<file path="config.mk">
export PLATFORM = sky130hd
export DESIGN_NAME = addsub_seq_ctrl
export DESIGN_NICKNAME = d
export VERILOG_FILES = /design/src/rtl/addsub_seq_ctrl_pkg.sv /design/src/rtl/add4b.sv /design/src/rtl/addsub_seq_ctrl.sv
export SDC_FILE = /design/constraint.sdc
export NUM_CORES = 1
export LEC_CHECK = 0
export BUFFER_PORTS_ARGS = -buffer_cell sky130_fd_sc_hd__buf_2
export CAP_MARGIN = 20
export CORE_UTILIZATION = 47
export DETAILED_ROUTE_END_ITERATION = 8
export PLACE_DENSITY = 0.71
export SYNTH_ARGS = -nofsm -noshare
export SYNTH_HDL_FRONTEND = slang
export SYNTH_SLANG_ARGS = --single-unit
</file>
<file path="constraint.sdc">
create_clock -name clk_i -period 2.7 [get_ports clk_i]
set_input_delay 0.135 -clock clk_i [delete_from_list [all_inputs] [get_ports clk_i]]
set_output_delay 0.135 -clock clk_i [all_outputs]
set_load 0.1 [all_outputs]
</file>
<file path="src/rtl/addsub_seq_ctrl_pkg.sv">
// Shared types and constants for the nibble-serial add/subtract controller.
package addsub_seq_ctrl_pkg;

   typedef enum logic [1:0] {
      ST_IDLE = 2'd0,
      ST_RUN  = 2'd1,
      ST_DONE = 2'd2
   } state_t;

   localparam int   SLICE_W = 4;
   localparam logic OP_ADD  = 1'b0;
   localparam logic OP_SUB  = 1'b1;

endpackage

</file>
<file path="src/rtl/add4b.sv">
// 4-bit adder-subtractor slice: s = a + (b ^ {4{sub}}) + cin; carry-out on c_o.
module add4b (
   input  logic [3:0] a_i,
   input  logic [3:0] b_i,
   input  logic       sub_i,
   input  logic       c_i,
   output logic [3:0] s_o,
   output logic       c_o
);

   logic [3:0] w_b_inv;

   assign w_b_inv    = b_i ^ {4{sub_i}};
   assign {c_o, s_o} = {1'b0, a_i} + {1'b0, w_b_inv} + {4'b0000, c_i};

endmodule

</file>
<file path="src/rtl/addsub_seq_ctrl.sv">
// Nibble-serial A+B / A-B through one shared add4b; done_o NIBBLES+1 cycles after accept, ready_o only in IDLE.
// Requests outside IDLE are dropped, not queued. ADDSUB_SEQ_FLAGS_EN enables the z_o/v_o flag logic.
module addsub_seq_ctrl
   import addsub_seq_ctrl_pkg::*;
#(
   parameter int NIBBLES = 4
) (
   input  logic                         clk_i,
   input  logic                         rst_i,
   input  logic                         start_i,
   input  logic                         sub_i,
   input  logic [SLICE_W*NIBBLES-1:0]   a_i,
   input  logic [SLICE_W*NIBBLES-1:0]   b_i,
   output logic                         ready_o,
   output logic                         done_o,
   output logic [SLICE_W*NIBBLES-1:0]   s_o,
   output logic                         c_o,
   output logic                         z_o,
   output logic                         v_o
);

   localparam int W  = SLICE_W * NIBBLES;
   localparam int KW = $clog2(NIBBLES);
   localparam logic [KW-1:0] K_LAST = KW'(NIBBLES - 1);

   state_t          r_state;
   logic [KW-1:0]   r_k;
   logic [W-1:0]    r_a;
   logic [W-1:0]    r_b;
   logic            r_sub;
   logic            r_cy;
   logic [W-1:0]    r_acc;
   logic [W-1:0]    r_s;
   logic            r_c;
   logic            r_done;

   logic [KW+1:0]   w_base;
   logic [3:0]      w_sum;
   logic            w_co;
   logic [W-1:0]    w_acc_nxt;

   assign w_base = {r_k, 2'b00};

   add4b u_add4b (
      .a_i   (r_a[w_base +: SLICE_W]),
      .b_i   (r_b[w_base +: SLICE_W]),
      .sub_i (r_sub),
      .c_i   (r_cy),
      .s_o   (w_sum),
      .c_o   (w_co)
   );

   // Accumulator with the current slice merged, so DONE can load the full result on the last RUN edge.
   always_comb begin
      w_acc_nxt = r_acc;
      w_acc_nxt[w_base +: SLICE_W] = w_sum;
   end

   always_ff @(posedge clk_i) begin
      if (rst_i) begin
         r_state <= ST_IDLE;
         r_k     <= '0;
         r_a     <= '0;
         r_b     <= '0;
         r_sub   <= OP_ADD;
         r_cy    <= 1'b0;
         r_acc   <= '0;
         r_s     <= '0;
         r_c     <= 1'b0;
         r_done  <= 1'b0;
      end else begin
         r_done <= 1'b0;
         case (r_state)
            ST_IDLE: begin
               if (start_i) begin
                  r_a     <= a_i;
                  r_b     <= b_i;
                  r_sub   <= sub_i;
                  r_cy    <= sub_i;
                  r_k     <= '0;
                  r_state <= ST_RUN;
               end
            end
            ST_RUN: begin
               r_acc <= w_acc_nxt;
               r_cy  <= w_co;
               if (r_k == K_LAST) begin
                  r_state <= ST_DONE;
                  r_done  <= 1'b1;
                  r_s     <= w_acc_nxt;
                  r_c     <= w_co;
               end else begin
                  r_k <= r_k + KW'(1);
               end
            end
            ST_DONE: r_state <= ST_IDLE;
            default: r_state <= ST_IDLE;
         endcase
      end
   end

`ifdef ADDSUB_SEQ_FLAGS_EN
   logic r_z;
   logic r_v;

   always_ff @(posedge clk_i) begin
      if (rst_i) begin
         r_z <= 1'b0;
         r_v <= 1'b0;
      end else if (r_state == ST_RUN && r_k == K_LAST) begin
         r_z <= ~|w_acc_nxt;
         r_v <= ~(r_a[W-1] ^ (r_b[W-1] ^ r_sub)) & (r_a[W-1] ^ w_acc_nxt[W-1]);
      end
   end

   assign z_o = r_z;
   assign v_o = r_v;
`else
   assign z_o = 1'b0;
   assign v_o = 1'b0;
`endif

   assign ready_o = (r_state == ST_IDLE);
   assign done_o  = r_done;
   assign s_o     = r_s;
   assign c_o     = r_c;

endmodule

</file>
==> flow_results.org, run 1 <==
** Synth
- For this run, asynchronously set or reset flops after synthesis account for 0%.
- Number of standard cells after synthesis :: 360
- Seq/Total Area, Yosys :: about 45%
- Post-synthesis cell area :: approximately 0.0032 mm^2
- Dividing the synthesized area by the synthesized cell count gives about 8.9 um^2.
- Counting flops with a built-in enable in the synthesized netlist gives 0.
- Number of synthesis warnings :: 0
- Commonest register cell after synthesis :: sky130_fd_sc_hd__dfxtp_1
- The synthesized netlist contains 40 unique library cells.
- Post-synthesis sequential element count :: slightly above 70

** Global route
- For this run the aggregate overflow at the end of global routing stands at 0.
- Entering global routing, the biggest net connects 39 pins.
- The first global-routing pass estimated ~12 mm of wire.
- For this run, the total global-route usage over all layers was measured as a little over a fifth.
- Initial antenna violation count :: 0
- The number of global-route vias before repair came to approximately 2600.

** Power and ir drop
- Across the VDD grid, the largest voltage drop is approximately 0.38 mV.
- The analysis attributes to cell leakage a power of between 1.5 and 2 nW.
- Power density over the cells :: around 650 mW/mm^2

** Worst setup path
- Count of buffer and inverter cells on the critical path :: 2
- The setup path with the least slack is of type flop to flop.
- FF-to-FF setup slack :: around 0.13 ns
- Crit path launch type :: flop
- The worst register-to-register path ends at r_acc[15].
- Highest net fanout along the worst path :: 16
- The startpoint identified for the worst register-to-register timing path is r_k[0].
- Data arrival time of the critical path :: ~2.8 ns
- Data on the critical path is required at its endpoint by 2.96 ns.
- FF-to-FF path depth :: 9
- On the critical path, the stage with the largest delay is an instance of sky130_fd_sc_hd__mux4_2.
- The critical path crosses 9 cells after its start point.
- Delay contributed by the slowest stage of the critical path :: ~0.52 ns
- The cell that appears most often on the critical path is sky130_fd_sc_hd__xor2_1.
- Destination of the critical timing path :: r_acc[15]
- The cell family contributing the most delay on the critical path is compound AO/OA/AOI/OAI gates.
- Startpoint of the most critical setup path :: r_k[0]
- The worst setup path is captured at a flop.
- Critical-path cell list :: buf_12 -> mux4_2 -> xor2_1 -> ha_2 -> a21o_1 -> a31oi_1 -> xor2_1 -> buf_4 -> o31ai_1

** Layout
- Reg area :: 0.001445 mm^2
- Final instance area :: roughly 0.0038 mm^2
- 0 antenna diodes ended up in the layout.
- Area Growth Syn to Fin :: 20.57%
- Fill cells in the final layout number between 600 and 700.
- After the flow finishes, the layout carries non-filler instances totaling 492.
- Net count reported at finish :: 457
- Fraction of final layout cells sized beyond drive strength 1 :: 25.06%
- The multi-input combinational cells in the finished layout cover a total of between 0.0015 and 0.002 mm^2.

** Timing
- Final Max Tran Viols :: 0
- On the final layout, the worst hold slack is ~0.012 ns.
- Max-slew headroom at the worst pin :: just under 50%
- On the final layout, the worst clock skew is about 0.0083 ns.
- The worst path uses 95.10% of the clock period.
- Final critical delay including setup and external delays :: ~2.6 ns
- The worst path meets setup with 0.1323 ns of slack.
- At the pin with the least slew margin, the transition time is about 0.8 ns.
- The hold violation total from the final report was 0.
- Finish-stage setup viols :: 0
- Static timing analysis puts the maximum clock frequency at between 0.3 and 0.4 GHz.

** Floorplan
- In this run the standard cell core region covers approximately 0.0065 mm^2.
- Initial cell density of the core :: around half
- Measured along the x axis, the die boundary spans approximately 84 um.
- Full die area :: about 0.0071 mm^2
- In this run the count of I/O pins placed on the die edge is 57.
- Std cell rows :: 29
- Die Y-Extent :: between 80 and 90 um

** Min path
- The path class of the tightest hold or removal check is input port to flop.

** Placed design
- DP HPWL :: approximately 4.8 mm
- Placed instance area :: ~0.0035 mm^2
- After detailed placement, the design holds a cell count of 476.
- Routability Congestion :: between 0.7 and 0.8
- Port buffer count :: 54
- Prior to clock tree synthesis, the placed netlist has a worst setup slack of around 0.038 ns.

** Drt
- DRT iter0 DRCs :: around 150
- Number of remaining DRC errors :: 2
- The first detailed-routing pass took 8 iterations.
- Vias after detailed routing :: roughly 2700
- After detailed routing, the number of vias per cell comes to 5.490.
- Final Routed Wirelength :: a little over 7 mm
- In the final routed layout, each cell accounts on average for 14.34 um.
- Detail Route Antenna Nets :: 0

** Clock tree
- The number of clock buffers added by TritonCTS is 9.
- TritonCTS built the clock tree.
- Post-CTS setup repair buffer count :: 0
- For this design, the CTS-stage hold fixing added 0 buffers.
- Buffers from clock root to sink, at most :: 2
- Clock-pin slew was measured on the worst setup and hold paths at 0.08 ns.
- Clock Sink Count :: 72
- The clock reaches the later pin of the worst-skew pair after between 0.3 and 0.4 ns.
- CTS built an H-tree with a depth of 3.
- Clock root buffer :: sky130_fd_sc_hd__clkbuf_8

** Status
- Violated checks :: design-rule violations
- The run finished, with violations left.

** Flow run
- The tool flagged a number of max-cap violations equal to 0.
[cells in the mapped netlist, types with 2 or more instances]
library cell               number  share of area (%)
sky130_fd_sc_hd__a32oi_1        4                1.1
sky130_fd_sc_hd__clkbuf_1      20                2.4
sky130_fd_sc_hd__nor2_1        32                3.8
sky130_fd_sc_hd__fa_1           2                1.3
sky130_fd_sc_hd__o31ai_1        3               0.71
sky130_fd_sc_hd__nand3b_1       5                1.2
sky130_fd_sc_hd__nand2_1       76                9.0
sky130_fd_sc_hd__a22oi_1        9                2.1
sky130_fd_sc_hd__nor3_1        10                1.6
sky130_fd_sc_hd__xor2_1         5                1.4
sky130_fd_sc_hd__nor3_2         2               0.63
sky130_fd_sc_hd__a21o_1         2               0.47
sky130_fd_sc_hd__dfxtp_1       72                 45
sky130_fd_sc_hd__a21oi_1       39                6.1
sky130_fd_sc_hd__ha_1           9                3.5
sky130_fd_sc_hd__and2_1         2               0.39
sky130_fd_sc_hd__o21ai_0        3               0.47
sky130_fd_sc_hd__buf_4          3               0.71
sky130_fd_sc_hd__o221ai_1       2               0.55
sky130_fd_sc_hd__a221oi_1      10                2.7
sky130_fd_sc_hd__a211oi_1      11                2.6
sky130_fd_sc_hd__mux4_2         8                5.7
sky130_fd_sc_hd__inv_1         11                1.3
sky130_fd_sc_hd__o21bai_1       4               0.94
[cells in the final DEF (no fill, tap or decap), types with 2 or more instances in the layout]
cell type	n
sky130_fd_sc_hd__a21oi_1	39
sky130_fd_sc_hd__clkbuf_8	10
sky130_fd_sc_hd__inv_2	2
sky130_fd_sc_hd__nor3_2	2
sky130_fd_sc_hd__a21o_1	2
sky130_fd_sc_hd__o221ai_1	2
sky130_fd_sc_hd__a22oi_1	9
sky130_fd_sc_hd__nand2_1	76
sky130_fd_sc_hd__buf_2	54
sky130_fd_sc_hd__mux4_2	8
sky130_fd_sc_hd__a211oi_1	11
sky130_fd_sc_hd__a221oi_1	6
sky130_fd_sc_hd__o31ai_1	3
sky130_fd_sc_hd__xor2_1	4
sky130_fd_sc_hd__nor2_1	32
sky130_fd_sc_hd__fa_2	2
sky130_fd_sc_hd__inv_1	10
sky130_fd_sc_hd__buf_4	8
sky130_fd_sc_hd__a221oi_2	4
sky130_fd_sc_hd__ha_1	8
sky130_fd_sc_hd__o21bai_1	4
sky130_fd_sc_hd__nand3b_1	5
sky130_fd_sc_hd__dfxtp_1	71
sky130_fd_sc_hd__bufinv_16	2
sky130_fd_sc_hd__o21ai_0	3
sky130_fd_sc_hd__a32oi_1	4
sky130_fd_sc_hd__conb_1	2
sky130_fd_sc_hd__nor3_1	10
[registers in the layout, summed over array words and instances, names as in the netlist]
register  flops
r_a          16
r_acc        16
r_b          16
s_o          16
r_k           2
r_state       2
c_o           1
done_o        1
r_cy          1
r_sub         1
[cell families (layout without fill, tap and decap cells)]
family | Yosys count | count (layout) | share of synthesized area, %
simple gates | 137 | 137 | 19.79
compound gates | 88 | 88 | 18.02
flops | 72 | 72 | 45.23
buf+inv | 37 | 91 | 4.750
fa+ha+maj | 11 | 11 | 4.790
mux | 8 | 8 | 5.654
xor+xnor | 6 | 6 | 1.649
other cells | 1 | 2 | 0.1177
[worst min-delay path, cell delays in order]
cell and delay, ns:
sky130_fd_sc_hd__buf_2 0.09, sky130_fd_sc_hd__nand2_1 0.04, sky130_fd_sc_hd__a21oi_1 0.05
[metrics by stage]
stage | TNS (ns) | utilization, % | power, mW
floorplan | 0 | - | 1.389
global placement | 0 | 54.82 | 1.486
detailed placement | 0 | 54.82 | 1.494
CTS | 0 | 58.54 | 2.492
global route | -0.02182 | 59.49 | 2.606
finish | 0 | 59.49 | 2.499
[worst min-delay path by stage]
stage	end	depth (start not counted)	from
floorplan	r_a[0]	2	a_i[0]
global placement	r_b[6]	3	b_i[6]
detailed placement	r_b[1]	3	b_i[1]
CTS	r_a[8]	3	a_i[8]
global route	r_b[9]	3	b_i[9]
finish	r_b[15]	3	b_i[15]
[area by class of cell]
class                      count  area share, %
sequential                    72          37.61
clock inverter                 4          1.921
inverter                      12          1.172
tap                           77          2.507
multi-input combinational    252          43.34
timing repair buffer          63          9.118
clock buffer                  12          4.331
[metal layers]
layer	wire [um]	global-route usage [%]
met1	3163	26.59
met2	3463	35.77
met3	275	4.720
met4	154	10.17
met5	0	0
[report_power, final]
part           internal (mW)  switching [mW]  leakage (nW)
Clock                  0.602           0.399         0.122
Sequential              1.10          0.0241         0.587
Combinational          0.139           0.234         0.878
[repair_timing]
action	CTS	global route
gates resized for setup	0	12
hold endpoints to repair	0	0
endpoints found under the setup margin	0	13
Power figures use the tool's default switching activity.
==> run 2: changes to the inputs <==
- PLACE_DENSITY: 0.71 -> 0.68
- clock period: 2.7 -> 3.23 ns (I/O delays scaled with it)
==> flow_results.org, run 2 (same netlist as run 1, synthesis figures left out) <==
** Worst setup path
- Slowest CP cell :: sky130_fd_sc_hd__mux4_2
- Startpoint of the worst register-to-register path :: r_k[0]
- STA classifies the critical path endpoint as a flop.
- STA classifies the critical path startpoint as a flop.
- FF-to-FF setup slack :: roughly 0.42 ns
- Of all nets on the critical path, the largest fanout is 16.
- Counting cells, the worst reg-to-reg path comes to 10.
- Delay contributed by the slowest stage of the critical path :: roughly 0.54 ns
- Critical register-to-register path endpoint :: r_acc[6]
- Walking the worst path, the cells encountered are buf_4 -> mux4_2 -> inv_1 -> fa_1 -> inv_1 -> fa_1 -> xor2_1 -> and2_1 -> a22oi_1 -> nor2_1.
- Crit path kind :: flop to flop
- Data arrival time of the critical path :: 3.09 ns
- Critical Path RT :: between 3 and 4 ns

** Floorplan
- For this configuration, the core starts out at a cell density of between 40% and 50%.
- The die is between 80 and 90 um wide.
- Die Y-Extent :: 84.35 um
- Row generation in the floorplan step produced 29 rows.
- The die covers slightly above 0.007 mm^2.
- Core ar. :: around 0.0065 mm^2
- During I/O placement, the number of pins put on the boundary was 57.

** Status
- The checks that failed: design-rule violations.
- Run status :: finished with violations

** Drt
- Once detail routing completed, the nets flagged for antenna violations numbered 0.
- The pre-antenna-repair detailed-routing pass consisted of 8 iterations.
- For this run, design rule violations remaining after detail routing come to 3.
- Summing over every cut layer, the via total after detailed routing is between 2000 and 3000.
- Dividing the detail-routed wire length by the instance count gives about 14 um.
- In the routed layout, each cell is associated on average with a via count of approximately 5.5.
- The first routing iteration left about 190 violations.
- Final Routed Wirelength :: slightly below 7 mm

** Global route
- GRT overflow :: 0
- GRT Resource Usage Total :: between 20% and 30%
- Largest net degree at the start of global routing :: slightly above 50
- Number of global-route vias before repair :: around 2500
- Wire length of the first global-routing pass :: about 12 mm
- The number of antenna violations at the first check in global routing came to 0.

** Timing
- The hold violation total from the final report is 0.
- Max-slew headroom at the worst pin :: 30.33%
- Final Max Tran Viols :: 0
- Of the available clock period, the critical path in the final layout requires about 87%.
- Setup repair after global routing left no endpoint under its margin.
- Max Fclk :: 0.3554 GHz
- At the pin with the least slew margin, the transition time is 1.042 ns.
- Clk_skew :: around 0.0083 ns
- Finish-stage setup viols :: 0
- Subtracting the final worst setup slack from the clock period gives roughly 2.8 ns.
- In the final timing run, aggregate negative setup slack is 0 ns.

** Layout
- Net count reported at finish :: 455
- Leaving out fill and tap cells, the most frequent cell in the layout is sky130_fd_sc_hd__nand2_1.
- The post-route netlist has between 20% and 30% of its cells at a drive strength greater than 1.
- The number of antenna diodes in the final layout is 0.
- After filler insertion, the fill cell instance count of the layout stands at slightly above 600.
- Leaving out fill and tap cells, the most frequent cells in the layout are sky130_fd_sc_hd__nand2_1, sky130_fd_sc_hd__dfxtp_1, sky130_fd_sc_hd__buf_2.
- Compared with the post-synthesis result, the final layout area differs by 16.02%.

** Power and ir drop
- The design draws just under 2 mW.
- Worst VDD drop :: 0.2350 mV
- Static power due to leakage :: ~1.5 nW
- Power density over the cells :: roughly 520 mW/mm^2

** Clock tree
- Clock root buffer :: sky130_fd_sc_hd__clkbuf_8
- Buffers from clock root to sink, at most :: 2
- Number of buffers added to fix hold violations after cts :: 0
- Post-CTS clock slew at the launch and capture registers of the worst setup and hold paths :: 0.08 ns
- Clock latency on the worst-skew pair :: 0.35 ns
- TritonCTS built the clock tree.
- Clock Sink Count :: just over 70
- CTS buffer count :: 9
- Once the clock tree was built, the resizer swapped 0 gates to a different size.
- Number of H-tree levels :: 3
- Once the clock tree was built, the setup fixing pass inserted 0 buffers.

** Placed design
- Routability Congestion :: 0.7876
- DP HPWL :: about 4.6 mm
- In this run the tool buffered the top-level ports with 54 buffer cells.

** Flow run
- Max-cap violations in this run came to 0.

** Min path
- Cell count of the worst hold path :: 3
- The worst hold path begins at a_i[8].
- In this run the worst hold path is classified as input port to flop.
- Terminating pin of the worst hold path :: r_a[8]
-- run 2: per-layer routing --
metal,GRT usage (%),share of wire (%),routed length (um)
met5,0,0,0
met4,9.245,2.3,156
met3,5.310,4.0,279
met2,34.50,49,3359
met1,26.22,45,3102
-- run 2: worst max-delay path by stage --
| stage | startpoint | to | slack [ns] | cells past startpoint |
|---|---|---|---|---|
| 6_report | r_k[0] | r_acc[6] | 0.42 | 10 |
| 2_1_floorplan | r_k[0] | s_o[1] | 0.36 | 9 |
| 4_1_cts | r_k[0] | r_acc[6] | 0.40 | 10 |
| 5_1_grt | r_k[0] | r_acc[6] | 0.22 | 10 |
| 3_5_place_dp | r_k[0] | r_acc[6] | 0.41 | 10 |
| 3_3_place_gp | r_k[0] | r_acc[10] | 0.52 | 10 |
-- run 2: stage by stage --
stage / setup slack (ns) / instance area, um^2 / instances / hold WS [ns] / utilization (%)
global route: 0.2229 / 3697 / 489 / 0.04396 / 57.25
global placement: 0.5183 / 3510 / 474 / 0.4028 / 54.34
CTS: 0.3979 / 3697 / 489 / 0.03848 / 57.25
floorplan: 0.3619 / 3191 / 361 / 0.2975 / -
finish: 0.4165 / 3697 / 489 / 0.04571 / 57.25
detailed placement: 0.4109 / 3510 / 474 / 0.4072 / 54.34
-- run 2: layout make-up --
type                            instances  area [um^2]  area share (%)
Clock inverter                          3        42.54           1.151
Multi-Input combinational cell        252         1604           43.38
Tap cell                               77        96.34           2.606
Inverter                               12        45.04           1.218
Timing Repair Buffer                   61        322.8           8.731
Clock buffer                           12        145.1           3.926
Sequential cell                        72         1441           38.98
-- run 2: where the power goes --
part           internal, mW  leakage (nW)  total, mW  switching, mW
logic                 0.101         0.847      0.285          0.185
clock network         0.373        0.0925      0.697          0.324
registers             0.920         0.586      0.939         0.0187
-- run 2: worst max-delay path, delay by kind of cell, from the launching register on --
| family | cells | cell delay (ns) |
|---|---|---|
| XOR/XNOR | 1 | 0.39 |
| adder cells (fa/ha/maj) | 2 | 0.54 |
| flip-flops | 1 | 0.35 |
| AND/OR/NAND/NOR | 2 | 0.40 |
| multiplexers | 1 | 0.54 |
| buffers and inverters | 3 | 0.42 |
| AO/OA/AOI/OAI | 1 | 0.11 |
==> run 3: changes to the inputs <==
- CORE_ASPECT_RATIO: unset -> 0.5
==> flow_results.org, run 3 (same netlist as run 1, synthesis figures left out) <==
** Timing
- Final critical delay including setup and external delays :: ~2.7 ns
- Final Max Tran Viols :: 0
- Max Fclk :: ~0.36 GHz
- Setup violations remaining at the end of the flow were counted as 0.
- Slack of the critical path :: between 0.4 and 0.5 ns
- Clk_skew :: around 0.0052 ns
- Unrepaired setup endpoints after global routing :: no
- Summed over all failing endpoints, the final setup total negative slack is 0 ns.
- Hold violation total from the final report :: 0
- Actual transition at the worst max-transition pin :: around 1 ns
- In this run the tightest slew margin relative to its limit is 33.43%.
- Final worst-path cycle share :: approximately 85%
- Worst-case hold slack :: about 0.062 ns

** Worst setup path
- The worst setup path is launched from a flop.
- Highest net fanout along the worst path :: 7
- At the worst endpoint, the arrival time is about 3.0 ns.
- Critical Path RT :: approximately 3.5 ns
- The slowest stage of the critical path belongs to the cell sky130_fd_sc_hd__mux4_2.
- Critical-path cell list :: buf_4 -> mux4_2 -> inv_1 -> fa_1 -> inv_1 -> fa_1 -> xor2_1 -> and2_1 -> a22oi_1 -> nor2_1
- Delay contributed by the slowest stage of the critical path :: ~0.51 ns
- Crit path kind :: flop to flop
- The worst setup path is captured at a flop.

** Clock tree
- Number of H-tree levels :: 3
- Post-CTS setup repair buffer count :: 0
- Post-CTS clock slew at the launch and capture registers of the worst setup and hold paths :: roughly 0.050 ns
- For this design, the sink count on the clock tree is between 70 and 80.
- The longest clock path from root to sink contains 2 buffers.
- CTS-repair resized insts :: 0
- Clock latency on the worst-skew pair :: 0.33 ns
- Buffers inserted to repair hold after CTS numbered 0.
- TritonCTS created 9 clock buffers.
- Clock root buffer :: sky130_fd_sc_hd__clkbuf_16
- TritonCTS built the clock tree.

** Global route
- Largest net degree at the start of global routing :: 43
- After global routing the overflow that remains totals 0.
- The number of global-route vias before repair came to ~2500.
- Wire length of the first global-routing pass :: around 12 mm
- Initial antenna violation count :: 0
- GRT Resource Usage Total :: a little over a fifth

** Drt
- In the final routed layout, each cell accounts on average for around 15 um.
- Vias after detailed routing :: between 2000 and 3000
- Number of remaining DRC errors :: 0
- Dividing the detail-routed via count by the number of cells gives about 5.3.
- Detail Route Antenna Nets :: 0
- Drt pass-1 iters :: 6
- For this block, the initial DRC count from the detailed router was 220.
- For this block, the routed nets add up to 7.321 mm of wire.

** Power and ir drop
- In this run the power spent charging and discharging nets is ~0.55 mW.
- For this design the static power due to leakage is 1.588 nW.
- The share of total power dissipated in combinational logic is between 10% and 20%.
- The worst-case IR drop observed on VDD is just under 0.4 mV.
- Share of power burned in the clock network :: between 40% and 50%
- Internal power summed over all cells :: ~1.7 mW
- Seq pwr share :: 42.6%
- Power density over the cells :: slightly below 600 mW/mm^2
- Net Sw Frac :: 25.03%

** Layout
- Compared with the post-synthesis result, the final layout area differs by 20.22%.
- Most frequent cells in the layout :: sky130_fd_sc_hd__nand2_1, sky130_fd_sc_hd__dfxtp_1, sky130_fd_sc_hd__buf_2
- Final instance area :: roughly 0.0038 mm^2
- Finished Layout Cells :: approximately 500
- The net count of the finished layout is roughly 460.
- Number of inserted diodes :: 0
- Fraction of final layout cells sized beyond drive strength 1 :: 21.74%
- The library cell used most frequently in the layout, excluding fill and tap cells, is sky130_fd_sc_hd__nand2_1.

** Floorplan
- Std cell rows :: 20
- Initial cell density of the core :: 50.54%
- During I/O placement, the number of pins put on the boundary was 57.
- The region available for standard cell placement spans 0.006306 mm^2.
- Die Y-Extent :: around 60 um
- From left edge to right edge, the die measures approximately 120 um.
- The floorplan step defined a die boundary enclosing roughly 0.0071 mm^2.

** Min path
- Classification of the worst-slack hold path :: input port to flop

** Placed design
- At the placement stage, the worst setup path has a slack of roughly 0.49 ns.
- Placed instance area :: approximately 0.0035 mm^2
- Counting tap cells, the placed design contains a total of ~490 instances.
- DP HPWL :: 5.052 mm
- At the end of routability-driven placement, the weighted congestion stood at between 0.8 and 0.9.
- Port buffer count :: 54

** Status
- Run status :: completed

** Flow run
- Max-cap violation count :: 0
[run 3: cell count changes in the layout (fill, tap and decap cells not counted), sizes merged]
cell / before / now
clkinvlp: 1 / 0
clkbuf: 12 / 13
clkinv: 1 / 2
buf: 61 / 62
[run 3: worst paths after layout]
kind	from	endpoint	slack (ns)	depth (start not counted)
worst max-delay path	r_k[0]	r_acc[6]	0.48	10
worst max register to register	r_k[0]	r_acc[6]	0.48	10
worst min-delay path	b_i[6]	r_b[6]	0.06	3
worst min register to register	r_b[4]	r_b[4]	0.45	2
[run 3: final cells by class]
type                            count  area (um^2)
Tap cell                           88        110.1
Multi-Input combinational cell    252         1604
Inverter                           12        45.04
Fill cell                         573         2475
Clock inverter                      3        40.04
Timing Repair Buffer               62        330.3
Clock buffer                       13        260.3
Sequential cell                    72         1441
[run 3: routing by layer]
layer  part of all wire [%]  up-vias  routed length [um]  GRT usage, %
met4                   0.67        0                  49         7.776
met3                    6.0        5                 442         7.824
met1                     47     1207                3444         27.96
met2                     46       82                3385         35.04
met5                      0        -                   0             0
li1                       -     1354                   -             -
[run 3: power by group through the flow]
| stage | Sequential, mW | Combinational, mW | Clock [mW] |
|---|---|---|---|
| after global placement | 0.961 | 0.276 | 0 |
| final | 0.943 | 0.287 | 0.985 |
| after detailed placement | 0.961 | 0.284 | 0 |
| after floorplan | 0.958 | 0.202 | 0 |
| after CTS | 0.943 | 0.286 | 1.01 |
| after global routing | 0.945 | 0.315 | 1.04 |
[run 3: critical path, delay by kind of cell, from the launching register on]
kind | cells | cell delay (ns)
AO/OA/AOI/OAI | 1 | 0.11
flip-flops | 1 | 0.38
XOR/XNOR | 1 | 0.36
AND/OR/NAND/NOR | 2 | 0.38
adder cells (fa/ha/maj) | 2 | 0.55
buffers and inverters | 3 | 0.38
multiplexers | 1 | 0.51
[run 3: stage by stage]
stage | utilization, % | power [mW]
2_1_floorplan | - | 1.159
3_3_place_gp | 55.99 | 1.238
3_5_place_dp | 55.99 | 1.246
4_1_cts | 60.75 | 2.234
5_1_grt | 60.75 | 2.304
6_report | 60.75 | 2.215
